$ cat config.mk
export PLATFORM = sky130hd
export DESIGN_NAME = load_store_unit
export DESIGN_NICKNAME = d
export VERILOG_FILES = /design/src/rtl/lsu_pkg.sv /design/src/rtl/lsu_lane_align.sv /design/src/rtl/load_store_unit.sv
export SDC_FILE = /design/constraint.sdc
export NUM_CORES = 1
export LEC_CHECK = 0
export ABC_CLOCK_PERIOD_IN_PS = 4100
export CORE_MARGIN = 3
export CORE_UTILIZATION = 53
export DETAILED_ROUTE_END_ITERATION = 8
export PLACE_DENSITY_LB_ADDON = 0.15
export SLEW_MARGIN = 30
export SYNTH_ARGS = -nofsm -noshare
export SYNTH_HDL_FRONTEND = slang
export SYNTH_HIERARCHICAL = 1
export SYNTH_SLANG_ARGS = --single-unit
$ cat constraint.sdc
create_clock -name clk -period 4.1 [get_ports clk]
set_input_delay 0.41 -clock clk [delete_from_list [all_inputs] [get_ports clk]]
set_output_delay 0.41 -clock clk [all_outputs]
set_load 0.01 [all_outputs]
$ cat src/rtl/lsu_pkg.sv
// Shared types for the load/store unit: access sizes, FSM states and lane geometry.
package lsu_pkg;

  localparam int BYTE_W = 8;
  localparam int LANES  = 4;

  typedef enum logic [1:0] {
    SZ_BYTE = 2'b00,
    SZ_HALF = 2'b01,
    SZ_WORD = 2'b10,
    SZ_RSVD = 2'b11
  } lsu_size_e;

  typedef enum logic [2:0] {
    IDLE  = 3'd0,
    READ  = 3'd1,
    DATA  = 3'd2,
    WRITE = 3'd3,
    RESP  = 3'd4
  } lsu_state_e;

  // True for the reserved size or an access not aligned to its own size.
  function automatic logic is_bad_access(input lsu_size_e size, input logic [1:0] addr_lo);
    case (size)
      SZ_BYTE: return 1'b0;
      SZ_HALF: return addr_lo[0];
      SZ_WORD: return |addr_lo;
      default: return 1'b1;
    endcase
  endfunction

endpackage

$ cat src/rtl/lsu_lane_align.sv
// Combinational lane logic: little-endian load extraction/extension and store merge.
module lsu_lane_align
  import lsu_pkg::*;
(
  input  logic [1:0]  addr_lo,
  input  lsu_size_e   size,
  input  logic        is_unsigned,
  input  logic [31:0] old_word,
  input  logic [31:0] new_data,
  output logic [31:0] load_data,
  output logic [31:0] store_word
);

  logic [31:0] shifted;

  assign shifted = old_word >> {addr_lo, 3'b000};

  always_comb begin
    load_data = old_word;
    case (size)
      SZ_BYTE: load_data = {{24{~is_unsigned & shifted[7]}}, shifted[7:0]};
      SZ_HALF: load_data = {{16{~is_unsigned & shifted[15]}}, shifted[15:0]};
      default: load_data = old_word;
    endcase
  end

  // Each byte lane takes new data when the access covers it, otherwise keeps the old byte.
  genvar gi;
  generate
    for (gi = 0; gi < LANES; gi++) begin : g_lane
      localparam logic [1:0] LANE = 2'(gi);
      localparam int HALF_SRC = (gi % 2) * BYTE_W;
      logic       lane_hit;
      logic [7:0] lane_src;

      assign lane_hit = (size == SZ_BYTE) ? (addr_lo == LANE) :
                        (size == SZ_HALF) ? (addr_lo[1] == LANE[1]) : 1'b1;
      assign lane_src = (size == SZ_BYTE) ? new_data[7:0] :
                        (size == SZ_HALF) ? new_data[HALF_SRC +: BYTE_W] :
                                            new_data[gi*BYTE_W +: BYTE_W];
      assign store_word[gi*BYTE_W +: BYTE_W] = lane_hit ? lane_src : old_word[gi*BYTE_W +: BYTE_W];
    end
  endgenerate

endmodule

$ cat src/rtl/load_store_unit.sv
// Data-memory initiator: one request in flight, sub-word stores via read-modify-write.
// Optional range checking of the word index is enabled by defining LSU_BOUNDS_CHECK_EN.
module load_store_unit
  import lsu_pkg::*;
#(
  parameter int MEM_SIZE = 1024,
  parameter int ADDR_W   = 32
) (
  input  logic              clk,
  input  logic              rst,
  input  logic              req_valid,
  output logic              req_ready,
  input  logic              req_we,
  input  logic [1:0]        req_size,
  input  logic              req_unsigned,
  input  logic [ADDR_W-1:0] req_addr,
  input  logic [31:0]       req_wdata,
  output logic              resp_valid,
  input  logic              resp_ready,
  output logic [31:0]       resp_rdata,
  output logic              resp_err,
  output logic [ADDR_W-1:0] mem_addr,
  output logic [31:0]       mem_din,
  output logic              mem_we,
  input  logic [31:0]       mem_dout
);

  lsu_state_e        state_reg, state_next;
  lsu_size_e         req_size_e;
  logic              accept;
  logic              req_bad;
  logic [ADDR_W-1:0] req_index;

  logic              req_ready_reg, req_ready_next;
  logic              resp_valid_reg, resp_valid_next;
  logic [31:0]       resp_rdata_reg, resp_rdata_next;
  logic              resp_err_reg, resp_err_next;
  logic [ADDR_W-1:0] mem_addr_reg, mem_addr_next;
  logic [31:0]       mem_din_reg, mem_din_next;
  logic              mem_we_reg, mem_we_next;

  logic              we_reg;
  lsu_size_e         size_reg;
  logic              unsigned_reg;
  logic [1:0]        addr_lo_reg;
  logic [31:0]       wdata_reg;

  logic [31:0]       load_data;
  logic [31:0]       store_word;

  assign req_size_e = lsu_size_e'(req_size);
  assign accept     = req_valid && req_ready_reg;
  assign req_index  = {2'b00, req_addr[ADDR_W-1:2]};

`ifdef LSU_BOUNDS_CHECK_EN
  assign req_bad = is_bad_access(req_size_e, req_addr[1:0]) || (req_index >= ADDR_W'(MEM_SIZE));
`else
  // Range is not enforced; out-of-range indices are driven to memory as-is.
  logic unused_range;
  assign unused_range = (req_index >= ADDR_W'(MEM_SIZE));
  assign req_bad      = is_bad_access(req_size_e, req_addr[1:0]);
`endif

  lsu_lane_align u_lane_align (
    .addr_lo     (addr_lo_reg),
    .size        (size_reg),
    .is_unsigned (unsigned_reg),
    .old_word    (mem_dout),
    .new_data    (wdata_reg),
    .load_data   (load_data),
    .store_word  (store_word)
  );

  always_ff @(posedge clk or negedge rst) begin
    if (!rst) state_reg <= IDLE;
    else      state_reg <= state_next;
  end

  always_comb begin
    state_next = state_reg;
    case (state_reg)
      IDLE: begin
        if (accept) begin
          if (req_bad)                          state_next = RESP;
          else if (req_we && req_size_e == SZ_WORD) state_next = WRITE;
          else                                  state_next = READ;
        end
      end
      READ:    state_next = DATA;
      DATA:    state_next = we_reg ? WRITE : RESP;
      WRITE:   state_next = RESP;
      RESP:    state_next = resp_ready ? IDLE : RESP;
      default: state_next = IDLE;
    endcase
  end

  // Output values are decided one cycle ahead so every interface signal leaves a flop.
  always_comb begin
    req_ready_next  = (state_next == IDLE);
    resp_valid_next = (state_next == RESP);
    mem_we_next     = (state_next == WRITE);
    resp_rdata_next = resp_rdata_reg;
    resp_err_next   = resp_err_reg;
    mem_addr_next   = mem_addr_reg;
    mem_din_next    = mem_din_reg;
    if (state_reg == IDLE && accept) begin
      mem_addr_next   = req_index;
      mem_din_next    = req_wdata;
      resp_rdata_next = 32'h0;
      resp_err_next   = req_bad;
    end else if (state_reg == DATA) begin
      if (we_reg) mem_din_next    = store_word;
      else        resp_rdata_next = load_data;
    end
  end

  always_ff @(posedge clk or negedge rst) begin
    if (!rst) begin
      req_ready_reg  <= 1'b0;
      resp_valid_reg <= 1'b0;
      resp_rdata_reg <= 32'h0;
      resp_err_reg   <= 1'b0;
      mem_addr_reg   <= '0;
      mem_din_reg    <= 32'h0;
      mem_we_reg     <= 1'b0;
      we_reg         <= 1'b0;
      size_reg       <= SZ_BYTE;
      unsigned_reg   <= 1'b0;
      addr_lo_reg    <= 2'b00;
      wdata_reg      <= 32'h0;
    end else begin
      req_ready_reg  <= req_ready_next;
      resp_valid_reg <= resp_valid_next;
      resp_rdata_reg <= resp_rdata_next;
      resp_err_reg   <= resp_err_next;
      mem_addr_reg   <= mem_addr_next;
      mem_din_reg    <= mem_din_next;
      mem_we_reg     <= mem_we_next;
      if (state_reg == IDLE && accept) begin
        we_reg       <= req_we;
        size_reg     <= req_size_e;
        unsigned_reg <= req_unsigned;
        addr_lo_reg  <= req_addr[1:0];
        wdata_reg    <= req_wdata;
      end
    end
  end

  assign req_ready  = req_ready_reg;
  assign resp_valid = resp_valid_reg;
  assign resp_rdata = resp_rdata_reg;
  assign resp_err   = resp_err_reg;
  assign mem_addr   = mem_addr_reg;
  assign mem_din    = mem_din_reg;
  assign mem_we     = mem_we_reg;

endmodule

# Yosys cells after proc, flatten, opt, wreduce, memory -nomap -nowiden
# Cells that the tools add are included.
[classes]
n_eq_ne = 13
shift = 1
n_mux = 29
n_bitwise = 4
n_reduce_logical = 13
[op_table]
columns = ["cell", "n"]
rows = [
  ["$mux 32", 6],
  ["$mux 8", 9],
  ["$pmux 32 s2", 1],
  ["$shr 32x5->16", 1],
  ["$pmux 3 s5", 1],
  ["$mux 3", 4],
  ["$eq 3x2->1 const B", 3],
  ["$eq 2x1->1 const B", 3],
  ["$eq 2x2->1 const B", 3],
  ["$eq 3x3->1 const B", 2],
  ["$logic_not 2->1", 3],
  ["$logic_not 3->1", 2],
  ["$mux 1", 6],
  ["$reduce_and 2->1", 2],
  ["$reduce_bool 2->1", 2],
  ["$eq 3x1->1 const B", 1],
  ["$logic_and 1x1->1", 3],
  ["$pmux 1 s3", 1],
  ["$and 1x1->1", 2],
  ["$mux 2", 1],
  ["$ne 2x1->1 const B", 1],
  ["$not 1->1", 2],
  ["$reduce_or 2->1", 1],
]
[totals]
register_bits = 139
inputBits = 104
output_inout_bits = 100
wordCells = 73

# Depth between registers and ports, before layout
[logic_depth]
ltp_word = 7
mapped_depth = 8
depth_no_buf = 5

# Cells and area by module
# The synthesis kept the hierarchy.
[by_module_without_submodules]
columns = ["module", "n_inst", "cells_each", "area_per_inst_um2", "seq_area_each_um2"]
rows = [
  ["load_store_unit", 1, 501, 5789.3, 3478.3],
  ["lsu_lane_align", 1, 206, 1704.1, 0.0],
]

# Worst setup path after synthesis
# OpenSTA, ideal clock, no wires.
[synth_path]
path_kind = "register -> register"
startpoint = "register size_reg[0]"
endpoint = "register mem_din_reg[10], in the netlist mem_din[10]"
setup_time_ns = 0.127
t_arrival_ns = 1.589
t_required_ns = 3.973
setup_slack_ns = 2.384
stages_incl_launch_ff = 7
path_buffers = 1
synth_period_minus_slack_ns = 1.716
path_cell_list = "dfrtp_1 buf_6 nor2_2 mux2_2 mux2_2 mux2i_1 o21ai_0"
[synth_via]
elab_chain_cells = 7
word_cells_on_any_way = 9
cone_classes = "eq/ne (1); mux (7); reduce/logical (1)"
[synth_lines]
columns = ["element", "line_no", "text"]
rows = [
  ["from (decl)", "load_store_unit.sv:43", "lsu_size_e size_reg;"],
  ["from (signal assigned)", "load_store_unit.sv:141", "size_reg <= req_size_e;"],
  ["$eq 2x1->1", "lsu_lane_align.sv:37", "(size == SZ_HALF) ? (addr_lo[1] == LANE[1]) : 1'b1;"],
  ["$mux 1", "lsu_lane_align.sv:37", ""],
  ["$mux 1", "lsu_lane_align.sv:36", "assign lane_hit = (size == SZ_BYTE) ? (addr_lo == LANE) :"],
  ["$mux 8 (*)", "lsu_lane_align.sv:41", "assign store_word[gi*BYTE_W +: BYTE_W] = lane_hit ? lane_src : old_word[gi*BYTE_W +: BYTE_W];"],
  ["net store_word[10]", "load_store_unit.sv:49", "logic [31:0] store_word;"],
  ["$mux 32 (*)", "load_store_unit.sv:112", "if (we_reg) mem_din_next = store_word;"],
  ["$mux 32 (*)", "load_store_unit.sv:111", "end else if (state_reg == DATA) begin"],
  ["$mux 32 (*)", "load_store_unit.sv:106", "if (state_reg == IDLE && accept) begin"],
  ["to (signal assigned)", "load_store_unit.sv:137", "mem_din_reg <= mem_din_next;"],
  ["to (decl)", "load_store_unit.sv:39", "logic [31:0] mem_din_reg, mem_din_next;"],
]
# Mark *: on every way through the listed nets, which the timed path passes. The rest lies on a longest branch. The select of a mux whose other input is x is not followed.
# A chain may end at the register's enable or synchronous reset.

# Final worst setup path
[layout_path]
startpoint = "register size_reg[0]"
endpoint = "register mem_din_reg[12], in the netlist mem_din[12]"
# The elaborated chain is that of the path after synthesis.

==> flow_summary.json <==
{
  "clockPowerShare_pct": 18.8,
  "drive_gt1_share_pct": 16.7,
  "fillers": 973,
  "drtIter0Drc": 561,
  "grt_first_pass_wirelength_mm": 33.9,
  "outcome": "completed",
  "antenna_cells": 0,
  "rsz0062_at_grt": "no",
  "crit_type": "register to register",
  "hp-class": "input port to async pin",
  "p_comb_share_pct": 50.3,
  "hold_viol": 0,
  "core_region_area_sq_mm": 0.0136,
  "grt_max_degree": 104,
  "yosysWarnings": 6,
  "p_int_mw": 5.27,
  "dr.pass1.iters": 5,
  "cts_root_buf": "clkbuf_16",
  "timing.rr.start": "size_reg[0]",
  "overflow": 0,
  "p_leak_nw": 4.29,
  "cp-start-kind": "register",
  "holdBufCountCts": 0,
  "min_period_ns": 2.46,
  "grt_pass1_vias": 6317,
  "drc": 0,
  "p_sw_share_pct": 37.2,
  "clockBufferDepth": 2,
  "max_freq_mhz": 406,
  "p_sw_mw": 3.12,
  "dpl.hpwl_mm": 15.3,
  "ys_ff_latch": 139,
  "synth_top_flop_cell": "dfrtp_1",
  "slew_violations": 0,
  "io_pins": 204,
  "die_h_microns": 125,
  "nets": 982,
  "via_per_inst": 5.81,
  "async_flop_share_pct": 100,
  "syn-cell-area_sq_mm": 0.00749,
  "grt.total_usage_pct": 27.4,
  "relSlewSlack_pct": 39.0,
  "cp-end-kind": "register",
  "required_ns": 4.36,
  "syn-instance-count": 707,
  "p_seq_share_pct": 30.9,
  "avgSynthCellArea_sq_um": 10.6,
  "cp-startpoint": "size_reg[0]",
  "p_per_area_mw_per_mm2": 832,
  "post_cts_buffers": 0,
  "clock-skew-final_ns": 0.00693,
  "cts-htree-levels": 4,
  "wl_mm": 21.6,
  "peakVddDrop_v": 0.000428,
  "initial_core_util_pct": 55.3,
  "placementRows": 42,
  "syn2layout_area_growth_pct": 34.6,
  "fin_crit_sh_pct": 60.1,
  "via_count": 6200,
  "routabilityCongestion": 0.929,
  "fin_util_pct": 74.4,
  "setup_viol": 0,
  "cts.sinks": 139,
  "die-area_sq_mm": 0.0156,
  "antenna_found_initial": 1,
  "yosysSeqAreaShare_pct": 46.4,
  "drv_cap": 0,
  "ant_nets": 0,
  "fin_setup_tns_ns": 0,
  "clkTransAtPathRegs_ns": 0.06,
  "synth_edf_count": 0,
  "clock_latency_ns": 0.42,
  "tightest_slew_ns": 0.915,
  "synth_cell_types": 51,
  "placed_cells": 1035,
  "cts_resized": 0,
  "cts_buffers": 17,
  "instances_no_fill": 1067,
  "crit_path_max_fanout": 17,
  "crit_arrival_ns": 2.73,
  "portBuffers": 201,
  "wl_per_cell_microns": 20.3,
  "cts_tree": "yes",
  "die_w_microns": 125
}
## critical path, cell delays in order (launching register included)
cell and delay, ns:
dfrtp_1 0.72, nor2_2 0.63, mux2_2 0.41, mux2_2 0.27, mux2i_1 0.16, o21ai_0 0.12
## per-layer routing
| layer | part of all wire, % | global-route usage (%) | wire length, microns | vias up |
|---|---|---|---|---|
| met2 | 47 | 43.8 | 10200 | 280 |
| li1 | - | - | - | 2831 |
| met4 | 3.3 | 12.1 | 704 | 2 |
| met5 | 0.023 | 0 | 5 | - |
| met3 | 8.1 | 7.98 | 1760 | 49 |
| met1 | 42 | 34.9 | 9000 | 3038 |
## cell usage after synthesis (4+ instances only)
cell	count	area share (%)
o221ai_1	8	0.94
a21o_1	4	0.40
nand3b_1	4	0.40
buf_4	9	0.90
dfrtp_1	139	46
or2_2	4	0.33
buf_2	14	0.94
nand3_1	32	2.1
mux2_2	50	7.5
nand2b_1	5	0.42
mux2_4	40	8.0
inv_1	42	2.1
clkbuf_1	17	0.85
mux2i_1	51	6.8
o31ai_1	10	1.0
a22oi_1	6	0.60
o21ai_1	30	2.0
o32ai_1	6	0.70
o211a_1	8	1.1
o21ai_0	82	5.5
clkbuf_2	5	0.33
buf_6	11	1.7
a21oi_1	5	0.33
nand2_1	90	4.5
## layout make-up
cell class / count / area [sq um] / area share (%)
Multi-Input combinational cell: 468 / 3520 / 34.9
Timing Repair Buffer: 209 / 2090 / 20.7
Clock inverter: 11 / 143 / 1.41
Tap cell: 176 / 220 / 2.18
Inverter: 43 / 161 / 1.60
Clock buffer: 21 / 470 / 4.66
Sequential cell: 139 / 3480 / 34.5
## final timing paths
kind / cells after the start / endpoint / slack [ns]
max: 5 / mem_din[12] / 1.64
min: 1 / mem_din[25] / 0.06
max reg2reg: 5 / mem_din[12] / 1.64
min reg2reg: 1 / resp_err / 0.50
max in group asynchronous: 2 / resp_rdata[0] / 3.00
min in group clk: 1 / resp_err / 0.50
## through the flow
stage               setup slack [ns]  instance area (sq um)  power (mW)  hold slack (ns)
floorplan                       2.38                   7500        5.22            0.114
global placement                1.63                   9470        6.62            0.491
detailed placement              1.59                   9470        6.76            0.491
CTS                             1.66                  10100        8.39            0.142
global route                    1.51                  10100        8.85            0.135
finish                          1.64                  10100        8.39           0.0588
## power by group through the flow
| stage | sequential (mW) | clock [mW] | combinational [mW] |
|---|---|---|---|
| floorplan | 2.55 | 0 | 2.67 |
| global placement | 2.56 | 0 | 4.06 |
| detailed placement | 2.59 | 0 | 4.17 |
| CTS | 2.59 | 1.59 | 4.21 |
| global route | 2.67 | 1.65 | 4.52 |
| finish | 2.59 | 1.58 | 4.22 |
## logic make-up (layout without fill, tap and decap cells)
family	after synthesis	after routing	synth area share, %
AO/OA/AOI/OAI	171	171	14.2
buffers and inverters	101	284	6.93
flip-flops	139	139	46.4
multiplexers	142	142	22.6
other	1	2	0.0500
AND/OR/NAND/NOR	153	153	9.78
## cell usage in the layout (no fill, tap or decap), drive strengths merged, types with 10 or more instances in the layout
| cell type | count |
|---|---|
| clkbuf | 22 |
| nand2 | 90 |
| mux2 | 90 |
| mux2i | 51 |
| o21ai | 112 |
| clkdlybuf4s50 | 200 |
| o31ai | 10 |
| nand3 | 32 |
| dfrtp | 139 |
| inv | 42 |
Power figures use the tool's default switching activity.
